## src/rtl/uart_block_tx.sv

```systemverilog
// Serialises a multi-byte block onto a UART line as 8N1 frames.
// Byte 0 is the most significant byte and goes first; bits within a byte go LSB first.
module uart_block_tx #(
  parameter int CLK_FREQ     = 50000000,
  parameter int BAUD_RATE    = 115200,
  parameter int CLKS_PER_BIT = CLK_FREQ / BAUD_RATE,
  parameter int NUM_BYTES    = 16,
  parameter int GAP_BITS     = 0
) (
  input  logic                                                 clk,
  input  logic                                                 rst_n,
  input  logic [8*NUM_BYTES-1:0]                               block_in,
  input  logic                                                 block_valid,
  output logic                                                 block_ready,
  output logic                                                 tx,
  output logic                                                 busy,
  output logic                                                 done,
  output logic [((NUM_BYTES > 1) ? $clog2(NUM_BYTES) : 1)-1:0] byte_idx
);

  localparam int BLK_W  = 8 * NUM_BYTES;
  localparam int IDX_W  = (NUM_BYTES > 1) ? $clog2(NUM_BYTES) : 1;
  localparam int BAUD_W = (CLKS_PER_BIT > 1) ? $clog2(CLKS_PER_BIT) : 1;
  localparam int GAP_W  = (GAP_BITS > 1) ? $clog2(GAP_BITS) : 1;

  localparam logic [BAUD_W-1:0] BAUD_LAST = BAUD_W'(CLKS_PER_BIT - 1);
  localparam logic [GAP_W-1:0]  GAP_LAST  = GAP_W'((GAP_BITS > 0) ? GAP_BITS - 1 : 0);
  localparam logic [IDX_W-1:0]  IDX_LAST  = IDX_W'(NUM_BYTES - 1);

  if (CLKS_PER_BIT < 2) begin : g_bad_clks_per_bit
    $error("uart_block_tx: CLKS_PER_BIT must be at least 2");
  end

  typedef enum logic [2:0] {
    IDLE  = 3'd0,
    START = 3'd1,
    DATA  = 3'd2,
    STOP  = 3'd3,
    GAP   = 3'd4
  } state_e;

  state_e             state_q, state_d;
  logic [BAUD_W-1:0]  baud_q, baud_d;
  logic [2:0]         bit_q, bit_d;
  logic [GAP_W-1:0]   gap_q, gap_d;
  logic [IDX_W-1:0]   idx_q, idx_d;
  logic [BLK_W-1:0]   shreg_q, shreg_d;
  logic               tx_q, tx_d;
  logic               busy_q, busy_d;
  logic               done_q, done_d;
  logic               ready_q, ready_d;
  logic [7:0]         nextByte;
  logic               baudEnd;

  always_ff @(posedge clk) begin
    if (!rst_n) begin
      state_q <= IDLE;
      baud_q  <= '0;
      bit_q   <= '0;
      gap_q   <= '0;
      idx_q   <= '0;
      shreg_q <= '0;
      tx_q    <= 1'b1;
      busy_q  <= 1'b0;
      done_q  <= 1'b0;
      ready_q <= 1'b1;
    end else begin
      state_q <= state_d;
      baud_q  <= baud_d;
      bit_q   <= bit_d;
      gap_q   <= gap_d;
      idx_q   <= idx_d;
      shreg_q <= shreg_d;
      tx_q    <= tx_d;
      busy_q  <= busy_d;
      done_q  <= done_d;
      ready_q <= ready_d;
    end
  end

  assign baudEnd = (baud_q == BAUD_LAST);

  // The current byte always sits at the top of the shift register; it moves up by a byte per frame.
  always_comb begin
    state_d = state_q;
    baud_d  = baud_q;
    bit_d   = bit_q;
    gap_d   = gap_q;
    idx_d   = idx_q;
    shreg_d = shreg_q;
    case (state_q)
      IDLE: begin
        baud_d = '0;
        bit_d  = '0;
        gap_d  = '0;
        idx_d  = '0;
        if (block_valid && ready_q) begin
          shreg_d = block_in;
          state_d = START;
        end
      end
      START: begin
        if (baudEnd) begin
          baud_d  = '0;
          state_d = DATA;
        end else begin
          baud_d = baud_q + BAUD_W'(1);
        end
      end
      DATA: begin
        if (baudEnd) begin
          baud_d = '0;
          bit_d  = bit_q + 3'd1;
          if (bit_q == 3'd7) state_d = STOP;
        end else begin
          baud_d = baud_q + BAUD_W'(1);
        end
      end
      STOP: begin
        if (baudEnd) begin
          baud_d = '0;
          if (idx_q == IDX_LAST) begin
            state_d = IDLE;
          end else begin
            idx_d   = idx_q + IDX_W'(1);
            shreg_d = shreg_q << 8;
            state_d = (GAP_BITS > 0) ? GAP : START;
          end
        end else begin
          baud_d = baud_q + BAUD_W'(1);
        end
      end
      GAP: begin
        if (baudEnd) begin
          baud_d = '0;
          if (gap_q == GAP_LAST) begin
            gap_d   = '0;
            state_d = START;
          end else begin
            gap_d = gap_q + GAP_W'(1);
          end
        end else begin
          baud_d = baud_q + BAUD_W'(1);
        end
      end
      default: begin
        state_d = IDLE;
        baud_d  = '0;
        bit_d   = '0;
        gap_d   = '0;
        idx_d   = '0;
      end
    endcase
  end

  // Outputs are derived from the next state so that they can be registered without a cycle of lag.
  always_comb begin
    nextByte = shreg_d[BLK_W-1 -: 8];
    busy_d   = (state_d != IDLE);
    ready_d  = (state_d == IDLE);
    done_d   = (state_q == STOP) && (state_d == IDLE);
    case (state_d)
      START:   tx_d = 1'b0;
      DATA:    tx_d = nextByte[bit_d];
      default: tx_d = 1'b1;
    endcase
  end

  assign tx          = tx_q;
  assign busy        = busy_q;
  assign done        = done_q;
  assign block_ready = ready_q;
  assign byte_idx    = idx_q;

endmodule

```

## config.mk

```make
export PLATFORM = sky130hd
export DESIGN_NAME = uart_block_tx
export DESIGN_NICKNAME = d
export VERILOG_FILES = /design/src/rtl/uart_block_tx.sv
export SDC_FILE = /design/constraint.sdc
export NUM_CORES = 1
export LEC_CHECK = 0
export BUFFER_PORTS_ARGS = -buffer_cell sky130_fd_sc_hd__buf_2
export CORE_MARGIN = 2
export CORE_UTILIZATION = 30
export CTS_CLUSTER_SIZE = 30
export DETAILED_ROUTE_END_ITERATION = 10
export REMOVE_ABC_BUFFERS = 1
export SYNTH_ARGS = -nofsm -noshare
export SYNTH_HDL_FRONTEND = slang
export SYNTH_SLANG_ARGS = --single-unit
```

## constraint.sdc

```tcl
create_clock -name clk -period 3.3 [get_ports clk]
set_input_delay 0.33 -clock clk [delete_from_list [all_inputs] [get_ports clk]]
set_output_delay 0.33 -clock clk [all_outputs]
set_load 0.01 [all_outputs]
```

Yosys cells after proc, flatten, opt, wreduce, memory -nomap -nowiden
Index checks and enable logic that the tools add are counted. Widths: inputs -> output; s select.

Flip-flop bits (word level): 152. Latch bits: 0. RAM bits: 0. Memory bits (read-only): 0. Input bits: 131. Memories: 0.

$add $sub $neg: 4. Multiply operators: 0. Divide/modulo/power cells: 0. Order comparisons: 1. Equal/unequal tests: 13. Shift-type cells: 0. Mux-type cells: 24. Bitwise logic cells: 4. Reductions and logical operators: 14.

Operator list (count): $mux 128 (3); $pmux 128 s2 (1); $mux 3 (8); $pmux 3 s5 (1); $reduce_or 3->1 (4); $add 9x1->9 const B (1); $eq 3x2->1 const B (3); $eq 9x9->1 const B (1); $mux 4 (2); $ne 2x2->1 const B (4); $pmux 4 s2 (1); $eq 3x1->1 const B (2); $eq 3x3->1 const B (2); $logic_not 3->1 (2); $pmux 3 s2 (1); $add 4x1->4 const B (1); $eq 4x4->1 const B (1); $lt 3x4->1 const B (1); $mux 1 (4); $not 1->1 (4); $pmux 1 s2 (2); $reduce_and 4->1 (1); $reduce_or 4->1 (1); $add 3x1->3 const B (1); 7 further kinds (8).

Logic depth before layout (Yosys ltp)
Gate-level depths: netlist (run 1).

Depth in word-level cells: 7. Depth in mapped cells: 9.

Least setup slack after synthesis (run 1)
No wires, ideal clock.

Path kind: reg-to-reg. From: reg baud_q[2]. To: reg tx_q (netlist: tx). Setup time: 124 ps. Arrival: 2368 ps. Path slack: 808 ps. Cell stages (with the launch flop): 8. Path buffers: 0. Clock period less this slack: 2492 ps. Cell sequence: dfxtp_1 > or4b_1 > nor4_4 > nor2_1 > a221oi_1 > mux2i_1 > a211oi_1 > o31ai_1.

Word-level cells in the longest chain between the ends: 6.

Ends and longest elaborated chain: start, declared (line 43) `logic [BAUD_W-1:0] baud_q, baud_d;`; start signal, assigned (line 69) `baud_q <= baud_d;`; $eq 9x9->1 * (line 81) `assign baudEnd = (baud_q == BAUD_LAST);`; $mux 128 or $mux 3 (tied branches) (line 120, 111); $pmux 128 s2 or $pmux 3 s2 (tied branches) (line 91) `case (state_q)`; $bmux 1 s3 (line 164) `DATA: tx_d = nextByte[bit_d];`; $mux 1 (implied by the code) (line 164); $pmux 1 s2 * (line 162) `case (state_d)`; end signal, assigned (line 74) `tx_q <= tx_d;`; end, declared (line 48) `logic tx_q, tx_d;`.

Every way passes the cells marked *; elsewhere a longest branch is shown, timed or not. The select of a mux whose other input is x is not followed. A chain may end at the register's enable or synchronous reset.

Final worst setup path (run 1)
Ends and elaborated chain as after synthesis.

==> metrics.yaml, run 1 <==
status:
  run_status: "finished clean"
global_routing:
  grt_pass1_vias: 5143
  wire_length_of_the_first_global_routing_pass_um: 26200
  grt_usage_pct: 15.1
  initial_antenna_violation_count: 5
  globalRouteOverflowTotal: 0
  grt_start_max_net_pins: 130
timing:
  final-setup-viol-count: 0
  final_critical_path_setup_slack_ps: 520
  fmaxAchievable_ghz: 0.360
  worst_slew_pin_slew_ps: 749
  timing.final.crit_share_pct: 84.2
  final.setup.tns_ps: 0
  period_minus_slack_ps: 2780
  rsz0062_at_grt: "false"
  hold_viol: 0
  clock_skew_ps: 14.4
  maxSlewViolCount: 0
  slew-limit-headroom_pct: 49.9
place:
  portBuffers: 138
  placed_cells: 1080
  hpwlAfterDp_um: 10300
  dp_worst_setup_slack_ps: 528
  gpl.final_weighted_congestion: 0.831
critical_path:
  timing.rr.end: "tx"
  critical_path.reg2reg.startpoint: "baud_q[2]"
  worst-setup-path-type: "reg -> reg"
  worstPathArrival_ps: 3090
  path_max_fanout: 17
  r2r_slack_ps: 520
  worst-r2r-cell-count: 8
  worstSetupStartpointType: "flip-flop"
  timing.critical_path.to_type: "flip-flop"
  crit_required_ps: 3610
pwr:
  comb_power_share_pct: 10.2
  net-switching-power_w: 0.00109
  swShare_pct: 24.4
  p_int_w: 0.00339
  seq_power_share_pct: 44.6
  irDropWorstVdd_v: 0.000342
  p_per_area_nw_per_um2: 583
  power.clock.fraction_pct: 45.2
  cellLeakagePower_nw: 2.87
die:
  initial_core_utilization_pct: 30.4
  boundaryPins: 139
  dieArea_um2: 21500
  floorplan.die.width_um: 147
  die_h_um: 147
  core_area_um2: 20100
  std_cell_rows: 52
logic_synthesis:
  ys_seq_elements: 151
  synth_area_leader_cell: "dfxtp_1"
  syn_area_per_cell_um2: 8.50
  synth_sequential_area_ratio_pct: 49.4
  synth.area.top_cells: "dfxtp_1, a22oi_1, a21oi_1"
  yosys.area.top_type_share_pct: 49.4
  synthDistinctLibCells: 46
  synthesis.instances: 719
  syn_area_um2: 6110
  synth_ff_type: "dfxtp_1"
  async_flop_share_pct: 0
  number_of_synthesized_flops_with_an_enable_pin: 0
  yosys_warnings: 0
worst_hold_path:
  hold_path_depth: 3
  type_of_the_tightest_min_delay_check: "in -> reg"
  holdCritStartpoint: "block_in[0]"
  whs_endpoint: "shreg_q[0]"
clock_tree:
  worstSkewPairLatency_ps: 420
  cts.clk_slew.worst_paths_ps: 60
  cts.htree.levels: 4
  cts_inserted_buffers: 17
  cts_hold_buffers: 0
  cts_num_sinks: 151
  gates_resized_cts_repair: 0
  clock_tree.root_cell: "clkbuf_16"
  cts_buffer_depth: 2
  cts_tree: "done"
  cts_setup_buffers: 0
routing:
  route.detailed.vias_per_inst: 4.94
  postRouteAntennaNets: 0
  drt_iter0_markers: 325
  remaining_drc_errors: 0
  post_route_wl_um: 16400
  routedWlPerCell_um: 14.7
  drt_first_pass_iters: 5
  detailroute.via_count: 5515
layout:
  layoutNonFillerInstCount: 1117
  fillerInstances: 2082
  layout_cells_sized_above_1_pct: 22.1
  areaGrowthSynthToFinish_pct: 25.7
  fin_nets: 965
job:
  max_cap_violations: 0
-- registers in the layout, summed over array words and instances (netlist names) --
name	cells
block_ready	1
baud_q	9
state_q	3
busy	1
byte_idx	4
bit_q	3
done	1
tx	1
shreg_q	128
-- placed cells by master, fill, tap and decap left out, types with 2 or more instances in the layout --
cell type	n
a211oi_1	3
buf_4	7
and3_1	2
nor2_1	32
o21a_1	2
a22oi_1	115
buf_12	3
and2_1	4
buf_2	138
dfxtp_1	151
nand3b_1	4
a31oi_1	2
a221oi_1	2
a21oi_1	131
clkinv_2	3
nor2b_1	3
clkbuf_16	17
bufinv_16	3
a22o_1	3
diode_2	5
nand4_1	3
or3_1	3
xor2_1	4
mux2_2	2
xnor2_1	7
a311oi_1	2
inv_6	2
clkbuf_8	3
nand3_1	15
o21ai_0	4
clkinvlp_4	3
nand2_1	132
nor3_1	3
nor3b_1	2
inv_1	5
ha_1	5
o31ai_1	2
-- logic make-up after synthesis --
group	share of synthesized area [%]
flops	49.4
compound gates	28.4
fa+ha+maj	1.02
buf+inv	3.87
xor+xnor	1.58
mux	0.532
simple gates	15.1
-- power groups by stage --
stage | registers (W) | clock network, W | logic, W
after floorplan | 0.00203 | 0 | 0.000299
after global placement | 0.00204 | 0 | 0.000454
after detailed placement | 0.00204 | 0 | 0.000460
after CTS | 0.00200 | 0.00208 | 0.000462
after global routing | 0.00201 | 0.00216 | 0.000515
final | 0.00200 | 0.00203 | 0.000455
-- synth_stat cells (2+ instances only) --
library cell and count:
ha_1 5, a221oi_1 2, nand3_1 15, mux2_2 2, xor2_1 4, a22o_1 3
nor3b_1 2, nor2b_1 3, clkbuf_1 56, a211oi_1 3, a21oi_1 131, nor3_1 4
and2_1 4, inv_1 5, nand4_1 3, nand3b_1 4, o31ai_1 2, xnor2_1 7
dfxtp_1 151, o21ai_0 4, or3_1 3, a311oi_1 2, nand2_1 132, o21a_1 2
and3_1 2, a31oi_1 2, a22oi_1 115, nor2_1 33
-- per-layer routing --
layer / global-route usage, % / part of all wire, % / up-vias / routed length, µm
met5: 0 / 0 / - / 0
li1: - / - / 2818 / -
met4: 4.56 / 0.82 / 0 / 134
met3: 5.75 / 8.1 / 10 / 1320
met2: 22.2 / 45 / 147 / 7450
met1: 20.4 / 46 / 2540 / 7520
-- metrics by stage --
| stage | instance area (µm²) | hold WS (ps) | util (%) | power (W) |
|---|---|---|---|---|
| after floorplan | 5900 | 432 | - | 0.00233 |
| after global placement | 7060 | 439 | 35.1 | 0.00249 |
| after detailed placement | 7060 | 444 | 35.1 | 0.00250 |
| after CTS | 7670 | 124 | 38.2 | 0.00454 |
| after global routing | 7680 | 143 | 38.2 | 0.00468 |
| final | 7680 | 144 | 38.2 | 0.00448 |
-- how the worst max path moves through the flow --
stage | slack (ps) | to | start
2_1_floorplan | -12720 | tx | state_q[2]
3_3_place_gp | 610 | tx | baud_q[2]
3_5_place_dp | 530 | tx | baud_q[2]
4_1_cts | 500 | tx | baud_q[2]
5_1_grt | 420 | tx | baud_q[2]
6_report | 520 | tx | baud_q[2]
-- cell type report --
| cell class | instances | area (µm²) | share of cell area, % |
|---|---|---|---|
| multi-input cells | 505 | 2870 | 37.3 |
| clock inverters | 11 | 145 | 1.89 |
| repair buffers | 148 | 803 | 10.5 |
| clock buffers | 21 | 470 | 6.12 |
| diodes | 5 | 12.5 | 0.163 |
| inverters | 6 | 25.0 | 0.326 |
| flip-flops and latches | 151 | 3020 | 39.3 |
| well taps | 270 | 338 | 4.40 |
-- worst max-delay path, stage by stage, from the launching register on --
cell and delay, ps:
dfxtp_1 350, or4b_1 640, nor4_4 430, buf_4 310, nor3b_1 90, a2111oi_0 420, a311oi_1 100, a211oi_1 240
o31ai_1 100
(Power assumes the default switching activity.)
==> run 2, diff against run 1 <==
clock period = 2.6 ns   (was 3.3 ns; I/O delays follow)
==> run 2 against run 1 <==
  * Total power is 24% higher
  * Cell count increased by 1.3%
  * Sequential cell count unchanged
  * Sequential share of layout area is 0.63 points lower
  * Sequential power rose by 27%
  * First-iteration DRC count increased by 12%
  * Combinational power up 31%
  * Fmax grew 15%
  * Clock-buffer cell count shrank 2
  * Hold slack lost 59 ps
  * Core utilization up 0.62 points
==> metrics.yaml, run 2 (synthesis results as in run 1) <==
status:
  run_status: "finished clean"
global_routing:
  grt_start_max_net_pins: 81  # -38%
  grt_pass1_vias: 5137  # -0.12%
  initial_antenna_violation_count: 4  # -1
  grt_usage_pct: 15.2  # +0.089 points
  globalRouteOverflowTotal: 0  # unchanged
  wire_length_of_the_first_global_routing_pass_um: 26400  # +1.0%
timing:
  slew-limit-headroom_pct: 58.5  # +8.6 points
  worst_slew_pin_slew_ps: 623  # -127 ps
  timing.final.crit_share_pct: 93.3  # +9.0 points
  maxSlewViolCount: 0  # unchanged
  final.setup.tns_ps: 0  # unchanged
  period_minus_slack_ps: 2430  # -355 ps
  rsz0062_at_grt: "false"
  fin_hold_ws_ps: 85.1  # -59.1 ps
  hold_viol: 0  # unchanged
  final-setup-viol-count: 0  # unchanged
  fmaxAchievable_ghz: 0.412  # +15%
  clock_skew_ps: 8.93  # -5.50 ps
clock_tree:
  cts_tree: "done"
  cts_hold_buffers: 0  # unchanged
  worstSkewPairLatency_ps: 410  # about the same
  clock_tree.root_cell: "clkbuf_16"
  cts.htree.levels: 4  # unchanged
  gates_resized_cts_repair: 0  # unchanged
  cts_buffer_depth: 2  # unchanged
  cts.clk_slew.worst_paths_ps: 60  # about the same
  cts_setup_buffers: 0  # unchanged
  cts_inserted_buffers: 17  # unchanged
  cts_num_sinks: 151  # unchanged
routing:
  drt_first_pass_iters: 5  # unchanged
  postRouteAntennaNets: 0  # unchanged
  post_route_wl_um: 16600  # +1.0%
  routedWlPerCell_um: 14.7  # -0.25%
  route.detailed.vias_per_inst: 5.00  # +1.2%
  remaining_drc_errors: 0  # unchanged
  detailroute.via_count: 5652  # +2.5%
  drt_iter0_markers: 364  # +12%
critical_path:
  critical_path.reg2reg.startpoint: "baud_q[7]"
  path_cells: "or4b_4, nor4_4, buf_12, a22o_1, a21oi_1, mux2_2, o221a_1, o31ai_1"
  timing.rr.end: "tx"
  worst-r2r-cell-count: 8  # unchanged
  crit_required_ps: 2930  # -680 ps
  endpoint: "tx"
  max_stage_delay_ps: 520  # -120 ps
  worst_setup_path_startpoint: "baud_q[7]"
  r2r_slack_ps: 170  # -350 ps
  crit_path_top_delay_cell: "or4b_4"
  worstPathArrival_ps: 2750  # -340 ps
  worst-setup-path-type: "reg -> reg"
  worstSetupStartpointType: "flip-flop"
  timing.critical_path.to_type: "flip-flop"
  path_max_fanout: 7  # -10
layout:
  layout_cells_sized_above_1_pct: 23.8  # +1.7 points
  fillerInstances: 2069  # -0.62%
  area.sequential_um2: 3020  # unchanged
  registers.top_by_ff_count: "shreg_q"
  multi_input_comb_area_um2: 2880  # +0.52%
  layout_commonest_cell: "dfxtp_1"
  fin_nets: 979  # +1.5%
  areaGrowthSynthToFinish_pct: 27.7
  largest_reg_flops: 128  # unchanged
  final_design_area_no_fill_um2: 7810  # +1.6%
  layout_common_cells: "dfxtp_1, buf_2, nand2_1, a21oi_1, a22oi_1"
place:
  gpl.final_weighted_congestion: 0.804  # -3.2%
  hpwlAfterDp_um: 10700  # +3.2%
  portBuffers: 138  # unchanged
  placed_cell_area_um2: 7200  # +2.0%
worst_hold_path:
  type_of_the_tightest_min_delay_check: "in -> reg"
pwr:
  total_power_w: 0.00555  # +24%
  irDropWorstVdd_v: 0.000455  # +33%
  cellLeakagePower_nw: 2.94  # +2.6%
  p_per_area_nw_per_um2: 711  # +22%
die:
  die_h_um: 147  # unchanged
  core_area_um2: 20100  # unchanged
  initial_core_utilization_pct: 30.4  # unchanged
  boundaryPins: 139  # unchanged
  floorplan.die.width_um: 147  # unchanged
  std_cell_rows: 52  # unchanged
  dieArea_um2: 21500  # unchanged
job:
  max_cap_violations: 0  # unchanged
-- run 2: changes by cell type in the layout (fill, tap and decap cells not counted), sizes merged --
cell    previous run  this run
clkinv             3         8
inv                8         6
bufinv             3         2
clkbuf            21        19
buf              148       162
-- run 2: final cells by class --
| cell class | instances | area share [%] |
|---|---|---|
| Inverter | 6 | 0.320 |
| Clock inverter | 13 | 1.67 |
| Tap cell | 270 | 4.33 |
| Antenna cell | 5 | 0.160 |
| Multi-Input combinational cell | 505 | 36.9 |
| Timing Repair Buffer | 162 | 12.1 |
| Clock buffer | 19 | 5.80 |
| Sequential cell | 151 | 38.7 |
-- run 2: where the power goes --
part	switching, W	internal [W]	total, W
Sequential	0.0000745	0.00246	0.00254
Combinational	0.000333	0.000265	0.000598
Clock	0.000958	0.00146	0.00241
Total	0.00137	0.00418	0.00555
-- run 2: how the worst min path moves through the flow --
stage	start	endpoint	cells past startpoint
3_3_place_gp	shreg_q[92]	shreg_q[92]	2
6_report	block_in[5]	shreg_q[5]	3
5_1_grt	block_in[7]	shreg_q[7]	3
2_1_floorplan	rst_n	shreg_q[124]	1
4_1_cts	block_in[2]	shreg_q[2]	3
3_5_place_dp	shreg_q[10]	shreg_q[10]	2
-- run 2: worst max-delay path: cells and delay by family, from the launching register on --
family | cells | cell delay [ps]
buffers and inverters | 1 | 170
AND/OR/NAND/NOR | 2 | 890
AO/OA/AOI/OAI | 4 | 610
flip-flops | 1 | 380
multiplexers | 1 | 290
-- run 2: per-stage QoR --
step,worst slack (ps),util [%],instances
after global routing,19.9,38.8,1127
after floorplan,-13420,-,662
final,174,38.8,1131
after detailed placement,108,35.8,1094
after CTS,72.9,38.7,1126
after global placement,148,35.8,1094
-- run 2: metal layers --
metal  wire [µm]  GRT usage (%)  part of all wire [%]
met1        7640           20.7                    46
met5           0              0                     0
met2        7390           22.4                    44
met4         191           4.56                   1.2
met3        1380           5.53                   8.3
